[src/rtl/mips_multicycle_pkg.sv]
// -----------------------------------------------------------------------------
// mips_multicycle_pkg
// Shared definitions for the multicycle MIPS controller:
//   - state_t       : 4-bit FSM state encoding
//   - OP_* / F_*    : supported opcode and R-type funct values
//   - ALU_*         : ALUControl encodings
//   - aluop_t       : ALUOp encoding passed from the FSM to the ALU decoder
//   - ctrl_t        : bundle of Moore control bits produced per state
// -----------------------------------------------------------------------------
package mips_multicycle_pkg;

    typedef enum logic [3:0] {
        S_FETCH   = 4'd0,
        S_DECODE  = 4'd1,
        S_MEMADR  = 4'd2,
        S_MEMRD   = 4'd3,
        S_MEMWB   = 4'd4,
        S_MEMWR   = 4'd5,
        S_EXECUTE = 4'd6,
        S_ALUWB   = 4'd7,
        S_BRANCH  = 4'd8,
        S_ADDIEX  = 4'd9,
        S_ADDIWB  = 4'd10,
        S_JUMP    = 4'd11
    } state_t;

    localparam logic [5:0] OP_RTYPE = 6'b000000;
    localparam logic [5:0] OP_LW    = 6'b100011;
    localparam logic [5:0] OP_SW    = 6'b101011;
    localparam logic [5:0] OP_BEQ   = 6'b000100;
    localparam logic [5:0] OP_ADDI  = 6'b001000;
    localparam logic [5:0] OP_J     = 6'b000010;

    localparam logic [5:0] F_ADD = 6'b100000;
    localparam logic [5:0] F_SUB = 6'b100010;
    localparam logic [5:0] F_AND = 6'b100100;
    localparam logic [5:0] F_OR  = 6'b100101;
    localparam logic [5:0] F_SLT = 6'b101010;

    localparam logic [2:0] ALU_ADD = 3'b010;
    localparam logic [2:0] ALU_SUB = 3'b110;
    localparam logic [2:0] ALU_AND = 3'b000;
    localparam logic [2:0] ALU_OR  = 3'b001;
    localparam logic [2:0] ALU_SLT = 3'b111;

    typedef enum logic [1:0] {
        ALUOP_ADD   = 2'b00,
        ALUOP_SUB   = 2'b01,
        ALUOP_FUNCT = 2'b10
    } aluop_t;

    typedef struct packed {
        logic       iord;
        logic       mem_write;
        logic       ir_write;
        logic       reg_dst;
        logic       memto_reg;
        logic       reg_write;
        logic       alu_src_a;
        logic [1:0] alu_src_b;
        logic [1:0] pc_src;
        logic       pc_write;
        logic       branch;
        aluop_t     alu_op;
        logic       instr_done;
    } ctrl_t;

    // Moore control word for a given state; anything not set stays 0.
    function automatic ctrl_t ctrl_for_state(input state_t s);
        ctrl_t c;
        c = '0;
        case (s)
            S_FETCH: begin
                c.ir_write  = 1'b1;
                c.pc_write  = 1'b1;
                c.alu_src_b = 2'b01;
            end
            S_DECODE: c.alu_src_b = 2'b11;
            S_MEMADR: begin
                c.alu_src_a = 1'b1;
                c.alu_src_b = 2'b10;
            end
            S_MEMRD: c.iord = 1'b1;
            S_MEMWB: begin
                c.reg_write  = 1'b1;
                c.memto_reg  = 1'b1;
                c.instr_done = 1'b1;
            end
            S_MEMWR: begin
                c.iord       = 1'b1;
                c.mem_write  = 1'b1;
                c.instr_done = 1'b1;
            end
            S_EXECUTE: begin
                c.alu_src_a = 1'b1;
                c.alu_op    = ALUOP_FUNCT;
            end
            S_ALUWB: begin
                c.reg_dst    = 1'b1;
                c.reg_write  = 1'b1;
                c.instr_done = 1'b1;
            end
            S_BRANCH: begin
                c.alu_src_a  = 1'b1;
                c.branch     = 1'b1;
                c.pc_src     = 2'b01;
                c.alu_op     = ALUOP_SUB;
                c.instr_done = 1'b1;
            end
            S_ADDIEX: begin
                c.alu_src_a = 1'b1;
                c.alu_src_b = 2'b10;
            end
            S_ADDIWB: begin
                c.reg_write  = 1'b1;
                c.instr_done = 1'b1;
            end
            S_JUMP: begin
                c.pc_src     = 2'b10;
                c.pc_write   = 1'b1;
                c.instr_done = 1'b1;
            end
            default: c = '0;
        endcase
        return c;
    endfunction

    function automatic logic op_supported(input logic [5:0] op);
        case (op)
            OP_RTYPE, OP_LW, OP_SW, OP_BEQ, OP_ADDI, OP_J: return 1'b1;
            default:                                      return 1'b0;
        endcase
    endfunction

    function automatic logic funct_supported(input logic [5:0] fn);
        case (fn)
            F_ADD, F_SUB, F_AND, F_OR, F_SLT: return 1'b1;
            default:                          return 1'b0;
        endcase
    endfunction

endpackage

[src/rtl/mips_multicycle_alu_decoder.sv]
// -----------------------------------------------------------------------------
// mips_multicycle_alu_decoder
// Combinational ALU control decode.
//   alu_op      in  2  ALUOp from the controller FSM
//   funct       in  6  IR[5:0], consulted only when alu_op selects funct decode
//   alu_control out 3  ALU operation select
// -----------------------------------------------------------------------------
module mips_multicycle_alu_decoder
    import mips_multicycle_pkg::*;
(
    input  aluop_t     alu_op,
    input  logic [5:0] funct,
    output logic [2:0] alu_control
);

    always_comb begin
        alu_control = ALU_ADD;
        case (alu_op)
            ALUOP_ADD: alu_control = ALU_ADD;
            ALUOP_SUB: alu_control = ALU_SUB;
            ALUOP_FUNCT: begin
                case (funct)
                    F_ADD:   alu_control = ALU_ADD;
                    F_SUB:   alu_control = ALU_SUB;
                    F_AND:   alu_control = ALU_AND;
                    F_OR:    alu_control = ALU_OR;
                    F_SLT:   alu_control = ALU_SLT;
                    // Unsupported funct is flagged in DECODE; the ALU just adds.
                    default: alu_control = ALU_ADD;
                endcase
            end
            default: alu_control = ALU_ADD;
        endcase
    end

endmodule

[src/rtl/mips_multicycle_controller.sv]
// -----------------------------------------------------------------------------
// mips_multicycle_controller
// Moore sequencing FSM plus ALU decode for the multicycle MIPS datapath.
// Ports:
//   clk, reset_n          clock, asynchronous active-low reset
//   opcode, funct, zero   IR[31:26], IR[5:0], ALU zero flag
//   IorD, MemWrite, IRWrite, RegDst, MemtoReg, RegWrite, ALUSrcA,
//   ALUSrcB[1:0], PCSrc[1:0], PCEn, ALUControl[2:0]   datapath controls
//   instr_done            pulse in the last state of each instruction
//   illegal_op            pulse in DECODE for unsupported opcode/funct
// -----------------------------------------------------------------------------
module mips_multicycle_controller
    import mips_multicycle_pkg::*;
(
    input  logic       clk,
    input  logic       reset_n,
    input  logic [5:0] opcode,
    input  logic [5:0] funct,
    input  logic       zero,
    output logic       IorD,
    output logic       MemWrite,
    output logic       IRWrite,
    output logic       RegDst,
    output logic       MemtoReg,
    output logic       RegWrite,
    output logic       ALUSrcA,
    output logic [1:0] ALUSrcB,
    output logic [1:0] PCSrc,
    output logic       PCEn,
    output logic [2:0] ALUControl,
    output logic       instr_done,
    output logic       illegal_op
);

    state_t state_reg;
    state_t state_next;
    ctrl_t  ctrl_reg;
    logic   decode_illegal;

    always_comb begin
        state_next = S_FETCH;
        case (state_reg)
            S_FETCH: state_next = S_DECODE;
            S_DECODE: begin
                case (opcode)
                    OP_LW, OP_SW: state_next = S_MEMADR;
                    OP_RTYPE:     state_next = S_EXECUTE;
                    OP_BEQ:       state_next = S_BRANCH;
                    OP_ADDI:      state_next = S_ADDIEX;
                    OP_J:         state_next = S_JUMP;
                    default:      state_next = S_FETCH;
                endcase
            end
            S_MEMADR:  state_next = (opcode == OP_SW) ? S_MEMWR : S_MEMRD;
            S_MEMRD:   state_next = S_MEMWB;
            S_EXECUTE: state_next = S_ALUWB;
            S_ADDIEX:  state_next = S_ADDIWB;
            // Final states and unused encodings 12-15 all return to FETCH.
            default:   state_next = S_FETCH;
        endcase
    end

    // Control word is registered alongside the state (decoded from the next
    // state) so every Moore output comes straight from a flop.
    always_ff @(posedge clk or negedge reset_n) begin
        if (!reset_n) begin
            state_reg <= S_FETCH;
            ctrl_reg  <= ctrl_for_state(S_FETCH);
        end else begin
            state_reg <= state_next;
            ctrl_reg  <= ctrl_for_state(state_next);
        end
    end

    assign decode_illegal = !op_supported(opcode) ||
                            ((opcode == OP_RTYPE) && !funct_supported(funct));

    mips_multicycle_alu_decoder u_alu_decoder (
        .alu_op      (ctrl_reg.alu_op),
        .funct       (funct),
        .alu_control (ALUControl)
    );

    assign IorD     = ctrl_reg.iord;
    assign RegDst   = ctrl_reg.reg_dst;
    assign MemtoReg = ctrl_reg.memto_reg;
    assign ALUSrcA  = ctrl_reg.alu_src_a;
    assign ALUSrcB  = ctrl_reg.alu_src_b;
    assign PCSrc    = ctrl_reg.pc_src;

    // State-changing enables are gated by reset_n so nothing is written
    // while reset is held, even before the async reset settles the flops.
    assign IRWrite    = reset_n & ctrl_reg.ir_write;
    assign MemWrite   = reset_n & ctrl_reg.mem_write;
    assign RegWrite   = reset_n & ctrl_reg.reg_write;
    assign PCEn       = reset_n & (ctrl_reg.pc_write | (ctrl_reg.branch & zero));
    assign instr_done = reset_n & ctrl_reg.instr_done;
    assign illegal_op = reset_n & (state_reg == S_DECODE) & decode_illegal;

endmodule

[config.mk]
export PLATFORM = sky130hd
export DESIGN_NAME = mips_multicycle_controller
export DESIGN_NICKNAME = d
export VERILOG_FILES = /design/src/rtl/mips_multicycle_pkg.sv /design/src/rtl/mips_multicycle_alu_decoder.sv /design/src/rtl/mips_multicycle_controller.sv
export SDC_FILE = /design/constraint.sdc
export NUM_CORES = 1
export LEC_CHECK = 0
export ABC_AREA = 1
export BUFFER_PORTS_ARGS = -buffer_cell sky130_fd_sc_hd__buf_4
export CORE_UTILIZATION = 51
export DETAILED_ROUTE_END_ITERATION = 12
export PLACE_DENSITY = 0.78
export SYNTH_ARGS = -nofsm -noshare
export SYNTH_HDL_FRONTEND = slang
export SYNTH_HIERARCHICAL = 1
export SYNTH_SLANG_ARGS = --single-unit
[constraint.sdc]
create_clock -name clk -period 1.72 [get_ports clk]
set_input_delay 0.258 -clock clk [delete_from_list [all_inputs] [get_ports clk]]
set_output_delay 0.258 -clock clk [all_outputs]
set_load 0.05 [all_outputs]
; After elaboration in Yosys (flattened, before gate mapping)
; Cells that the tools add are included.
[totals]
regBits = 20
ramBits = 0
romBits = 0
out_inout_bits = 17
memories = 0
latchBits = 0
[classes]
n_mux = 20
shift = 0
bitwise = 9
n_reduce_logical = 16
n_div = 0
multipliers = 0
n_eq_ne = 28
n_lt_le_gt_ge = 0
n_addsub = 0
[ops]
columns = cell, n
row1 = == test 6 bit (second input constant), 7
row2 = case mux 4 bit (6 select lines), 1
row3 = == test 4 x 3 -> 1 bit (second input constant), 5
row4 = == test 4 bit (second input constant), 5
row5 = case mux 4 bit (5 select lines), 1
row6 = == test 4 x 2 -> 1 bit (second input constant), 4
row7 = two-way mux 1 bit, 12
row8 = case mux 3 bit (4 select lines), 1
row9 = OR reduction 6 bit, 2
row10 = AND 1 bit, 8
row11 = == test 4 x 1 -> 1 bit (second input constant), 2
row12 = logical NOT 4 bit, 2
row13 = case mux 2 bit (2 select lines), 2
row14 = OR reduction 2 bit, 4
row15 = == test 6 x 2 -> 1 bit (second input constant), 1
row16 = == test 6 x 3 -> 1 bit (second input constant), 1
row17 = == test 6 x 4 -> 1 bit (second input constant), 1
row18 = logical NOT 6 bit, 1
row19 = case mux 2 bit (3 select lines), 1
row20 = case mux 3 bit (2 select lines), 1
row21 = OR reduction 5 bit, 1
row22 = OR reduction 4 bit, 1
row23 = two-way mux 3 bit, 1
row24 = OR reduction 3 bit, 1
row25 = 6 further kinds, 7

; Depth between registers and ports, before layout
[depth]
depth_word = 7
ltp_mapped = 9
ltp_nobuf = 9

; Cells and area by module
; The synthesis kept the hierarchy.
[modules_own_cells]
columns = mod, cells_each, area_per_inst_um2, seq_area_each_um2, instances
row1 = mips_multicycle_controller, 127, 1011.0, 479.2, 1
row2 = mips_multicycle_alu_decoder, 37, 173.9, 0.0, 1

; Worst setup path before layout
; OpenSTA, ideal clock, no wires.
[synth_timing]
kind = register to output
start = register ctrl_reg[1] in the netlist's numbering
end = output ALUControl[0]
path_stages_with_launch = 5
t_required_ns = 1.462
setup_slack_ns = -0.193
t_arrival_ns = 1.655
path_buffers = 0
cell_sequence = dfrtp_1 -> inv_1 -> ha_1 -> or2_1 -> a21oi_1
[synth_via]
elab_chain_cells = 2
[synth_rtl]
columns = element, line_no
row1 = from (decl), mips_multicycle_controller.sv:37  ; ctrl_t ctrl_reg;
row2 = from (signal assigned), mips_multicycle_controller.sv:68  ; ctrl_reg <= ctrl_for_state(S_FETCH);
row3 = from (signal assigned), mips_multicycle_controller.sv:71  ; ctrl_reg <= ctrl_for_state(state_next);
row4 = == test 2 bit or == test 2 x 1 -> 1 bit (tied branches), mips_multicycle_alu_decoder.sv:18  ; case (alu_op)
row5 = case mux 3 bit (2 select lines) *, mips_multicycle_alu_decoder.sv:18
row6 = to (decl), mips_multicycle_controller.sv:30  ; output logic [2:0] ALUControl,
; Mark *: on every way between the ends. The rest lies on a longest branch, timed or not.

; Worst setup path after layout
[layout_timing]
start = register ctrl_reg[2] in the netlist's numbering
end = output ALUControl[1]
; The elaborated chain is that of the path after synthesis.

==> key figures <==
Floorplanning
  – Die ar.: ~2500 um2
  – # IOs: 32
  – Rows: 17
  – DIE HEIGHT: about 50 um
  – Core ar.: between 2000 and 2500 um2
  – Starting density of the core: 0.541
  – Die Wd: 50.2 um

Synth
  – Synthesis-stage register bit count: 19
  – Netlist cell types: 21
  – Average size of a mapped cell: 7.22 um2
  – Post-Syn Area: about 1200 um2
  – Post-Syn Nets: ~180
  – Seq/Total Area, Yosys: 0.404
  – Synthesis Warnings: 6
  – Syn Inst Count: about 160

Detailed routing
  – Final WL: approximately 2800 um
  – Post-DRT Antenna Nets: 0
  – Vias post-DR: 1,166
  – Detail-routed via count per cell: 5.03
  – DRC viols: 0
  – Number of DRC markers in iteration 0: 25
  – TritonRoute pass-1 iters: 5
  – WL per Instance: 12.0 um

CTS
  – Clock slew seen by the registers of the worst setup and hold paths: 0.11 ns
  – CTS Buf Count: 3
  – H-tree depth: 1
  – Clk buf depth: 2
  – Worst skew pair latency: approximately 0.30 ns
  – Sink Count: 19
  – Clock root cell: clkbuf_4
  – CTS tree: yes

STA
  – Hold slack final: 0.242 ns
  – Fin worst setup slack: -0.0513 ns
  – Layout Skew: between 0.005 and 0.006 ns
  – Fin. Hold Viols: 0
  – Final worst path period share: 1.03
  – FMAX: 0.565 GHz
  – Final slew viol count: 0
  – Finish-stage setup viols: 2
  – Max-slew headroom: 0.518
  – Min Tclk post-route: roughly 1.8 ns
  – RSZ-0062 raised after global routing: yes
  – Slew @ Worst Pin: 0.722 ns

Hold path
  – Hold Crit Depth: 4
  – Hold wc startpoint: opcode[2]
  – Hold Path Sink: ctrl_reg[14]
  – Hold crit path type: in -> reg

Layout
  – Fin nets: roughly 220
  – Final core occ: 0.728
  – Register area: 479 um2
  – Fin cells: 232
  – Most common cell after layout, fill and taps aside: buf_4
  – N_diodes: 0
  – Share of layout cells above drive strength 1: 0.412
  – Largest register FFs: 8
  – Commonest cells after routing, fill and taps aside: buf_4 (34), inv_1 (30), nand2_1 (29)
  – Layout overhead on the synthesized area: 34.5%
  – Area of the multi-input gates: 581 um2
  – Fill cell count: 170

Worst setup path
  – Critical path required time: about 1.5 ns
  – R2r startpoint: state_reg[3]
  – WP data arrival: 1.51 ns
  – FF-to-FF path depth: 10
  – Crit end category: output pin
  – R2R Path End: ctrl_reg[0]
  – Crit path kind: reg -> out
  – Critical-path maximum fanout: 3
  – CP Launch Type: flip-flop
  – Reg-to-reg slack, setup: 0.19 ns

Placement
  – Final GP Congestion: 0.835
  – Port bufs: 31
  – Dpl hpwl: 1850 um
  – Setup WS pre-CTS: approximately 0.18 ns
  – Placed cell count: 219

Global routing
  – All-Layer GR Usage: 0.234
  – Initial antenna violation count: 0
  – Global-route wire length before repair: 4500 um
  – Largest net degree at the start of global routing: 17
  – GRT overflow: 0
  – Vias in the first global route: 1,100

Outcome
  – Outcome: finished, violations left
  – Failing checks: negative setup slack

Power
  – PD cells: 1210 nW/um2
  – Leak Pwr: 0.927 nW
  – Worst vdd ir: 1020 uV

Run
  – Max_cap viols: 0
==> timing repair <==
action / CTS / global route
hold buffers: 2 / 0
cloned: 0 / 0
hold endpoints to repair: 16 / 0
buffers inserted: 4 / 3
setup endpoints to repair: 4 / 20
gates resized for setup: 7 / 11
pin swaps: 6 / 6
==> how the worst max path moves through the flow <==
stage | startpoint | to | depth (start not counted)
4_1_cts | ctrl_reg[2] | ALUControl[0] | 4
3_5_place_dp | opcode[1] | illegal_op | 7
5_1_grt | ctrl_reg[1] | ALUControl[0] | 5
2_1_floorplan | ctrl_reg[1] | ALUControl[0] | 4
3_3_place_gp | opcode[1] | illegal_op | 7
6_report | ctrl_reg[2] | ALUControl[1] | 8
==> worst max-delay path, stage by stage (launching register included) <==
cell and delay [ns]:
dfrtp_1 0.43, ha_4 0.18, inv_4 0.07, nor2_4 0.04, nand2_2 0.08, nand2_2 0.06
nor2_2 0.11, nand2_1 0.10, buf_6 0.16
==> routing by layer <==
| metal | track usage | share of wire | routed length (um) |
|---|---|---|---|
| met4 | 0.0714 | 0.0090 | 25 |
| met1 | 0.274 | 0.40 | 1120 |
| met5 | 0 | 0 | 0 |
| met3 | 0.0182 | 0.050 | 138 |
| met2 | 0.444 | 0.54 | 1500 |
==> final cells by class <==
| cell class | count | share of cell area |
|---|---|---|
| multi-input cells | 102 | 0.364 |
| flip-flops and latches | 19 | 0.301 |
| repair buffers | 40 | 0.203 |
| inverters | 39 | 0.0934 |
| well taps | 28 | 0.0220 |
| clock buffers | 3 | 0.0141 |
| clock inverters | 1 | 0.00314 |
==> cells by family (layout without fill, tap and decap cells) <==
family,count (synthesis),in the layout,synth area share
AOI/OAI and AO/OA,7,7,0.0422
adders and majority gates,2,2,0.0211
buffers and inverters,43,83,0.149
DFF,19,19,0.404
and+or+nand+nor,93,93,0.383
==> through the flow <==
stage / TNS [ns] / total power [mW] / area (um2)
floorplan: 0 / 1.39 / 1200
detailed placement: 0 / 1.60 / 1430
global placement: 0 / 1.58 / 1430
CTS: -0.0540 / 1.90 / 1540
global route: -0.235 / 2.03 / 1590
finish: -0.0752 / 1.92 / 1590
==> where the power goes <==
group | switching (mW) | internal (mW) | leakage [nW] | total [mW]
combinational | 0.697 | 0.358 | 0.660 | 1.05
clock | 0.143 | 0.0867 | 0.0177 | 0.229
sequential | 0.0578 | 0.580 | 0.249 | 0.638
==> synthesized netlist by cell type <==
cell type | n | area share
dfstp_2 | 3 | 0.067
or2_1 | 1 | 0.0053
a21oi_4 | 1 | 0.014
nor3_1 | 1 | 0.0042
nand3_2 | 2 | 0.017
nor2_1 | 22 | 0.070
inv_1 | 33 | 0.10
nand4_1 | 2 | 0.011
nor2_4 | 2 | 0.019
o21ai_0 | 1 | 0.0042
nor2_2 | 7 | 0.037
ha_1 | 2 | 0.021
nand2_2 | 7 | 0.037
a21oi_1 | 4 | 0.017
nand2_1 | 31 | 0.098
o21ai_2 | 1 | 0.0074
inv_2 | 6 | 0.019
buf_4 | 4 | 0.025
dfrtp_1 | 16 | 0.34
nor3_4 | 1 | 0.014
nand3_1 | 17 | 0.072
No activity file was read; power rests on OpenSTA's default activity.
